===== src/rtl/layer1_pkg.sv =====
// layer1_pkg: bank state encoding and bank count shared by the ping-pong controller
package layer1_pkg;
   typedef enum logic [1:0] {FREE, WRITING, FULL, READING} bank_state_t;
   localparam int N_BANKS = 2;
endpackage


===== src/rtl/layer1_bank_fsm.sv =====
// layer1_bank_fsm: lifecycle of one buffer bank (FREE -> WRITING -> FULL -> READING -> FREE)
module layer1_bank_fsm
   import layer1_pkg::*;
(
   input  logic        clk,
   input  logic        rst_n,
   input  logic        start_wr,
   input  logic        end_wr,
   input  logic        start_rd,
   input  logic        end_rd,
   output bank_state_t state
);
   // each request is only raised by the top when the bank is in the matching state
   always_ff @(posedge clk or negedge rst_n)
      if (!rst_n)        state <= FREE;
      else if (start_wr) state <= WRITING;
      else if (end_wr)   state <= FULL;
      else if (start_rd) state <= READING;
      else if (end_rd)   state <= FREE;
endmodule


===== src/rtl/layer1_pingpong_ctrl.sv =====
// layer1_pingpong_ctrl: two-bank ping-pong buffer arbiter between one writer and one reader
module layer1_pingpong_ctrl
   import layer1_pkg::*;
#(
   parameter int N_TILES = 4,
   parameter int CNT_W   = 16
)(
   input  logic             ap_clk,
   input  logic             ap_rst_n,
   input  logic             wr_req,
   output logic             wr_gnt,
   output logic             wr_bank,
   input  logic             wr_done,
   output logic             rd_vld,
   output logic             rd_bank,
   input  logic             rd_ack,
   input  logic             rd_done,
   output logic             frame_done,
   output logic [CNT_W-1:0] tile_cnt,
   output logic [1:0]       full_cnt,
   output logic             err,
   input  logic             err_clr
);
   bank_state_t st [N_BANKS];
   logic wr_ptr, rd_ptr, rst_done;
   logic any_writing, do_gnt, do_full, do_ack, do_free, wr_bad, rd_bad, last_tile;
   // only the bank at wr_ptr can be WRITING and only the bank at rd_ptr can be READING
   assign any_writing = (st[0] == WRITING) || (st[1] == WRITING);
   assign do_gnt      = rst_done && wr_req && !wr_gnt && !any_writing && (st[wr_ptr] == FREE);
   assign do_full     = wr_done && any_writing;
   assign wr_bad      = wr_done && !any_writing;
   assign do_free     = rd_done && (st[rd_ptr] == READING);
   assign rd_bad      = rd_done && !do_free;
   assign rd_vld      = st[rd_ptr] == FULL;
   assign do_ack      = rd_vld && rd_ack;
   assign last_tile   = tile_cnt == CNT_W'(N_TILES - 1);
   assign wr_bank     = wr_ptr;
   assign rd_bank     = rd_ptr;
   for (genvar b = 0; b < N_BANKS; b++) begin : g_bank
      layer1_bank_fsm u_bank (
         .clk      (ap_clk),
         .rst_n    (ap_rst_n),
         .start_wr (do_gnt  && wr_ptr == 1'(b)),
         .end_wr   (do_full && wr_ptr == 1'(b)),
         .start_rd (do_ack  && rd_ptr == 1'(b)),
         .end_rd   (do_free && rd_ptr == 1'(b)),
         .state    (st[b])
      );
   end
   // grant pulse; rst_done blocks a grant on the first edge after reset release
   always_ff @(posedge ap_clk or negedge ap_rst_n)
      if (!ap_rst_n) begin
         rst_done <= 1'b0;
         wr_gnt   <= 1'b0;
      end else begin
         rst_done <= 1'b1;
         wr_gnt   <= do_gnt;
      end
   // bank pointers follow fill order; tile counter wraps at the end of each frame
   always_ff @(posedge ap_clk or negedge ap_rst_n)
      if (!ap_rst_n) begin
         wr_ptr     <= 1'b0;
         rd_ptr     <= 1'b0;
         tile_cnt   <= '0;
         frame_done <= 1'b0;
      end else begin
         frame_done <= do_free && last_tile;
         if (do_full) wr_ptr <= ~wr_ptr;
         if (do_free) begin
            rd_ptr   <= ~rd_ptr;
            tile_cnt <= last_tile ? '0 : tile_cnt + CNT_W'(1);
         end
      end
   // FULL-bank count tracks fills in and reader acceptances out; sticky error with set over clear
   always_ff @(posedge ap_clk or negedge ap_rst_n)
      if (!ap_rst_n) begin
         full_cnt <= 2'd0;
         err      <= 1'b0;
      end else begin
         full_cnt <= full_cnt + 2'(do_full) - 2'(do_ack);
         err      <= wr_bad || rd_bad || (err && !err_clr);
      end
endmodule


===== config.mk =====
export PLATFORM = sky130hd
export DESIGN_NAME = layer1_pingpong_ctrl
export DESIGN_NICKNAME = d
export VERILOG_FILES = /design/src/rtl/layer1_pkg.sv /design/src/rtl/layer1_bank_fsm.sv /design/src/rtl/layer1_pingpong_ctrl.sv
export SDC_FILE = /design/constraint.sdc
export NUM_CORES = 1
export LEC_CHECK = 0
export BUFFER_PORTS_ARGS = -buffer_cell sky130_fd_sc_hd__buf_2
export CORE_ASPECT_RATIO = 1.2
export CORE_UTILIZATION = 53
export DETAILED_ROUTE_END_ITERATION = 8
export HOLD_SLACK_MARGIN = 0.08
export PLACE_DENSITY = 0.78
export SLEW_MARGIN = 20
export SYNTH_ARGS = -nofsm -noshare
export SYNTH_HDL_FRONTEND = slang
export SYNTH_SLANG_ARGS = --single-unit

===== constraint.sdc =====
create_clock -name ap_clk -period 2 [get_ports ap_clk]
set_input_delay 0.4 -clock ap_clk [delete_from_list [all_inputs] [get_ports ap_clk]]
set_output_delay 0.4 -clock ap_clk [all_outputs]
set_load 0.02 [all_outputs]

### After elaboration in Yosys (flattened, before gate mapping)

Cells that the tools add are included.

| word-level totals | value |
|---|---|
| bits of input ports | 7 |
| logic and storage cells | 68 |
| bits in registers | 28 |

| operators by class | value |
|---|---|
| mux-type cells | 15 |
| eq/ne operators | 5 |
| $lt $le $gt $ge | 2 |
| reductions and logical operators | 29 |
| add/sub/neg operators | 3 |
| bitwise logic cells | 4 |

Operator list:

| kind | count |
|---|---|
| $mux W2 | 14 |
| $logic_and A1 B1 Y1 | 19 |
| $add A16 B1 Y16 const B | 1 |
| $eq A16 B2 Y1 const B | 1 |
| $mux W16 | 1 |
| $reduce_bool A4 Y1 | 2 |
| $eq A2 B1 Y1 const B | 2 |
| $eq A2 B2 Y1 const B | 2 |
| $ge A2 B2 Y1 const B | 2 |
| $logic_not A1 Y1 | 4 |
| $not A1 Y2 | 2 |
| $logic_or A1 B1 Y1 | 3 |
| $add A2 B1 Y2 | 1 |
| $logic_not A2 Y1 | 1 |
| $not A1 Y1 | 2 |
| $sub A2 B1 Y2 | 1 |

### Logic depth before layout (Yosys ltp)

| logic depth | value |
|---|---|
| depth after elaboration | 11 |
| gate-level depth with buffers | 9 |

### By module

From an unflattened synthesis, not the netlist that was laid out.

| second synthesis, totals | value |
|---|---|
| cell total of the unflattened synthesis | 132 |
| area total of the unflattened synthesis | 1381.3 um^2 |

Modules (own cells, without submodules):

| module | area each (um^2) | times used | cells an instance | sequential area each (um^2) |
|---|---|---|---|---|
| layer1_pingpong_ctrl | 1216.2 | 1 | 116 | 600.6 |
| layer1_bank_fsm | 82.6 | 2 | 8 | 50.0 |

### Least setup slack after synthesis

Ideal clock, no wire load.

| timing path | value |
|---|---|
| path kind | register -> register |
| start point | reg rd_ptr, in the netlist rd_bank |
| end point | reg full_cnt[1] |
| period minus slack after synthesis | 2009 ps |
| buffers on the path | 1 |
| data arrival time | 1886 ps |
| cell stages (with the launch flop) | 10 |
| data required time | 1877 ps |
| path slack | -9 ps |
| path through | dfrtp_1 > buf_2 > nor3b_1 > a31o_2 > and2_1 > ha_1 > inv_1 > ha_1 > xnor2_1 > xnor2_1 |

| between the ends | value |
|---|---|
| longest elaborated chain between the ends | 7 |

RTL lines:

| what | line | RTL |
|---|---|---|
| start, declared | layer1_pingpong_ctrl.sv:25 | `logic wr_ptr, rd_ptr, rst_done;` |
| start signal, assigned | layer1_pingpong_ctrl.sv:70 | `rd_ptr <= ~rd_ptr;` |
| $not A1 Y2 (not written as such) | layer1_pingpong_ctrl.sv:34 | `assign rd_vld = st[rd_ptr] == FULL;` |
| $mux W2 (not written as such) (3 in a row) | layer1_pingpong_ctrl.sv:34 |  |
| $eq A2 B2 Y1 | layer1_pingpong_ctrl.sv:34 |  |
| net rd_vld | layer1_pingpong_ctrl.sv:14 | `output logic rd_vld,` |
| $logic_and A1 B1 Y1 | layer1_pingpong_ctrl.sv:35 | `assign do_ack = rd_vld && rd_ack;` |
| $sub A2 B1 Y2 | layer1_pingpong_ctrl.sv:80 | `full_cnt <= full_cnt + 2'(do_full) - 2'(do_ack);` |
| end signal, assigned | layer1_pingpong_ctrl.sv:80 |  |
| end, declared | layer1_pingpong_ctrl.sv:20 | `output logic [1:0] full_cnt,` |

The timed path passes the listed nets, and every way through them passes these cells. The select of a mux whose other input is x is not followed.
A chain may end at the register's enable or synchronous reset.

### Worst setup path after layout

| timing path | value |
|---|---|
| start point | reg g_bank[0].u_bank.state[0] |
| end point | reg full_cnt[1] |

| between the ends | value |
|---|---|
| longest elaborated chain between the ends | 6 |
| elaborated cells between the ends (all ways) | 10 |
| those cells by class | add/sub (2); eq/ne (2); mux (3); reduce/logical (3) |

RTL lines:

| what | line | RTL |
|---|---|---|
| start, declared | layer1_bank_fsm.sv:11 | `output bank_state_t state` |
| start signal, assigned | layer1_bank_fsm.sv:15 | `if (!rst_n) state <= FREE;` |
| start signal, assigned | layer1_bank_fsm.sv:16 | `else if (start_wr) state <= WRITING;` |
| start signal, assigned | layer1_bank_fsm.sv:17 | `else if (end_wr) state <= FULL;` |
| $mux W2 (not written as such) (3 in a row) | layer1_pingpong_ctrl.sv:34 |  |
| $eq A2 B2 Y1 | layer1_pingpong_ctrl.sv:34 |  |
| $logic_and A1 B1 Y1 | layer1_pingpong_ctrl.sv:35 |  |
| $sub A2 B1 Y2 * | layer1_pingpong_ctrl.sv:80 |  |

Mark *: on every way between the ends. The rest lies on a longest branch, timed or not. The select of a mux whose other input is x is not followed.

==> flow_summary.ini <==
[synth]
synth-seq-cells = 28
seq_area_frac_synth = 0.5063
ys.flop_type = dfrtp_1
synth_top_area_share = 0.5063
synth_area_leader_cell = dfrtp_1
synth_area_sq_mm = 0.001384
syn_avg_cell_area_sq_um = 10.98
synth_cells = 126
async_flop_share = 1.000
synth_nets = 136
netlist-cell-type-count = 37
synth_edf_count = 0
yosys_warnings = 0
yosys-top-cells-area = dfrtp_1 (51%), xnor2_1 (7.0%), nand2_1 (4.6%)

[setup_path]
r2r_cells = 8
cp_data_arrival_time_ns = 2.06
crit_type = reg2reg
crit_required_ns = 2.25
startpoint_type = register
timing.rr.end = full_cnt[1]$_DFF_PN0_
ff2ff_setup_slack_ns = 0.19
cp-endpoint = full_cnt[1]$_DFF_PN0_
worstPathMaxFanout = 6
cp-end-kind = register
crit_start = g_bank[0].u_bank.state[0]$_DFFE_PN0P_
reg2reg_from = g_bank[0].u_bank.state[0]$_DFFE_PN0P_

[route]
route.antenna.remaining_nets = 0
top_layer = met4
drt-total-wl_mm = 2.535
drt-vias-per-instance = 5.503
drc = 0
first_pass_iters = 4
drt_iter0_drc = 18
wl_met2_mm = 1.341
drt-met1-wl_mm = 1.083
route.vias.total = 1051
wl_per_cell_um = 13.27
dr_wl_met3_um = 73

[layout]
mostFrequentLayoutCells = buf_2 (30), dfrtp_1 (28), nand2_1 (17)
finalNetCount = 172
antenna_cells = 0
final_area_sq_mm = 0.001609
drive_gt1_frac = 0.2688
n_fill_cell = 193
utilization = 0.6768
area_delta_synth_final_pct = 16.27
final_common_cell = buf_2

[timing]
rsz0062_at_grt = false
hold_viol = 0
worst_slew_pin_slew_ns = 0.5979
slew-limit-headroom = 0.6014
setup_violations = 0
clock_skew_ns = 0.005833
fin_crit_ns = 1.809
fmax_mhz = 552.8
slew_viol_final = 0
timing.final.crit_share = 0.9045
setup_tns_ns = 0

[clock_network]
htreeDepth = 1
clock-sinks = 28
hold_buffers = 0
cts_buffers = 3
cts-root-buf = clkbuf_4
cts_tree = built
clock_latency_ns = 0.32
clk_path_buf_depth = 2
post-cts-setup-buffers = 0
clk_pin_slew_worst_paths_ns = 0.14
ctsResizeCount = 0

[floorplan]
die_height_um = 57.98
coreArea_sq_mm = 0.002377
num_rows = 19
die_x_um = 48.65
start_util = 0.5821
io_pins = 31
die_area_sq_mm = 0.002820

[flow_run]
drv_cap = 0

[global_route]
grt_pass1_wl_mm = 4.222
grt_pass1_vias = 1001
grt.total_usage = 0.1986
grt_antenna_before_repair = 0
overflow = 0
grt_max_degree = 29

[power_and_ir_drop]
ir_drop_mv = 0.7934
p_leak_uw = 0.0008065
powerDensity_mw_per_mm2 = 1202

[outcome]
status = finished, final reports clean

[place]
place_area_sq_mm = 0.001587
port_buffers = 30
gp_congestion = 0.8872
post-dp-hpwl_mm = 1.947

[worst_hold_path]
min_path_type = in2async
-- where the power goes --
group | switching (uW) | internal [uW]
Sequential | 164 | 701
Clock | 155 | 70.7
Combinational | 486 | 358
Total | 805 | 1130
-- layout make-up --
class,instances,area [sq um],share of cell area
inverters,6,22.52,0.01400
clock buffers,3,22.52,0.01400
multi-input cells,90,651.9,0.4051
repair buffers,33,172.7,0.1073
well taps,31,38.79,0.02411
flip-flops and latches,28,700.7,0.4355
-- Yosys cell counts, drive strengths merged, types with 3 or more instances --
library cell  instances
nand2                17
inv                   6
nor4                  3
ha                    3
nand4                 5
dfrtp                28
nor2                  3
xnor2                11
xor2                  5
o21ai                 5
nand3                10
-- kinds of logic after synthesis --
kind of cell | count (synthesis) | synth area share
compound gates | 17 | 0.1031
xor+xnor | 16 | 0.1013
fa+ha+maj | 3 | 0.02713
buf+inv | 8 | 0.02260
flops | 28 | 0.5063
mux | 1 | 0.008137
other cells | 1 | 0.002710
simple gates | 52 | 0.2287
-- registers in the layout, indices dropped and copies added, names as in the netlist --
register             count
rd_bank                  1
err                      1
full_cnt                 2
g_bank.u_bank.state      4
frame_done               1
wr_bank                  1
tile_cnt                16
wr_gnt                   1
rst_done                 1
-- layer usage --
layer	vias to the layer above	global-route usage
met2	21	0.3671
li1	515	-
met1	511	0.2209
met3	4	0.02362
met4	0	0.1134
met5	-	0
-- critical path: stages (launching register included) --
cell	delay, ns
dfrtp_1	0.48
nor3b_1	0.08
a31o_2	0.23
and2_1	0.15
ha_1	0.26
inv_1	0.04
ha_1	0.18
xnor2_1	0.18
xnor2_1	0.14
-- worst min path at each step --
stage	cells after the start	start	endpoint	slack, ns
after global placement	1	ap_rst_n	full_cnt[1]$_DFF_PN0_	0.43
after detailed placement	1	ap_rst_n	full_cnt[0]$_DFF_PN0_	0.45
after CTS	1	ap_rst_n	full_cnt[0]$_DFF_PN0_	0.09
after global routing	1	ap_rst_n	rd_bank$_DFFE_PN0N_	0.1
final	1	ap_rst_n	rd_bank$_DFFE_PN0N_	0.06
after floorplan	0	ap_rst_n	err$_DFF_PN0_	0.10
-- per-stage QoR --
step | cells | hold WS (ns) | setup WS, ns | total power, uW
floorplan | 126 | 0.1044 | 0.03201 | 1471
global placement | 188 | 0.4343 | 0.2890 | 1693
detailed placement | 188 | 0.4482 | 0.2251 | 1729
CTS | 191 | 0.08508 | 0.1875 | 1949
global route | 191 | 0.09889 | 0.03528 | 2066
finish | 191 | 0.06229 | 0.1909 | 1935
Power figures use the tool's default switching activity.
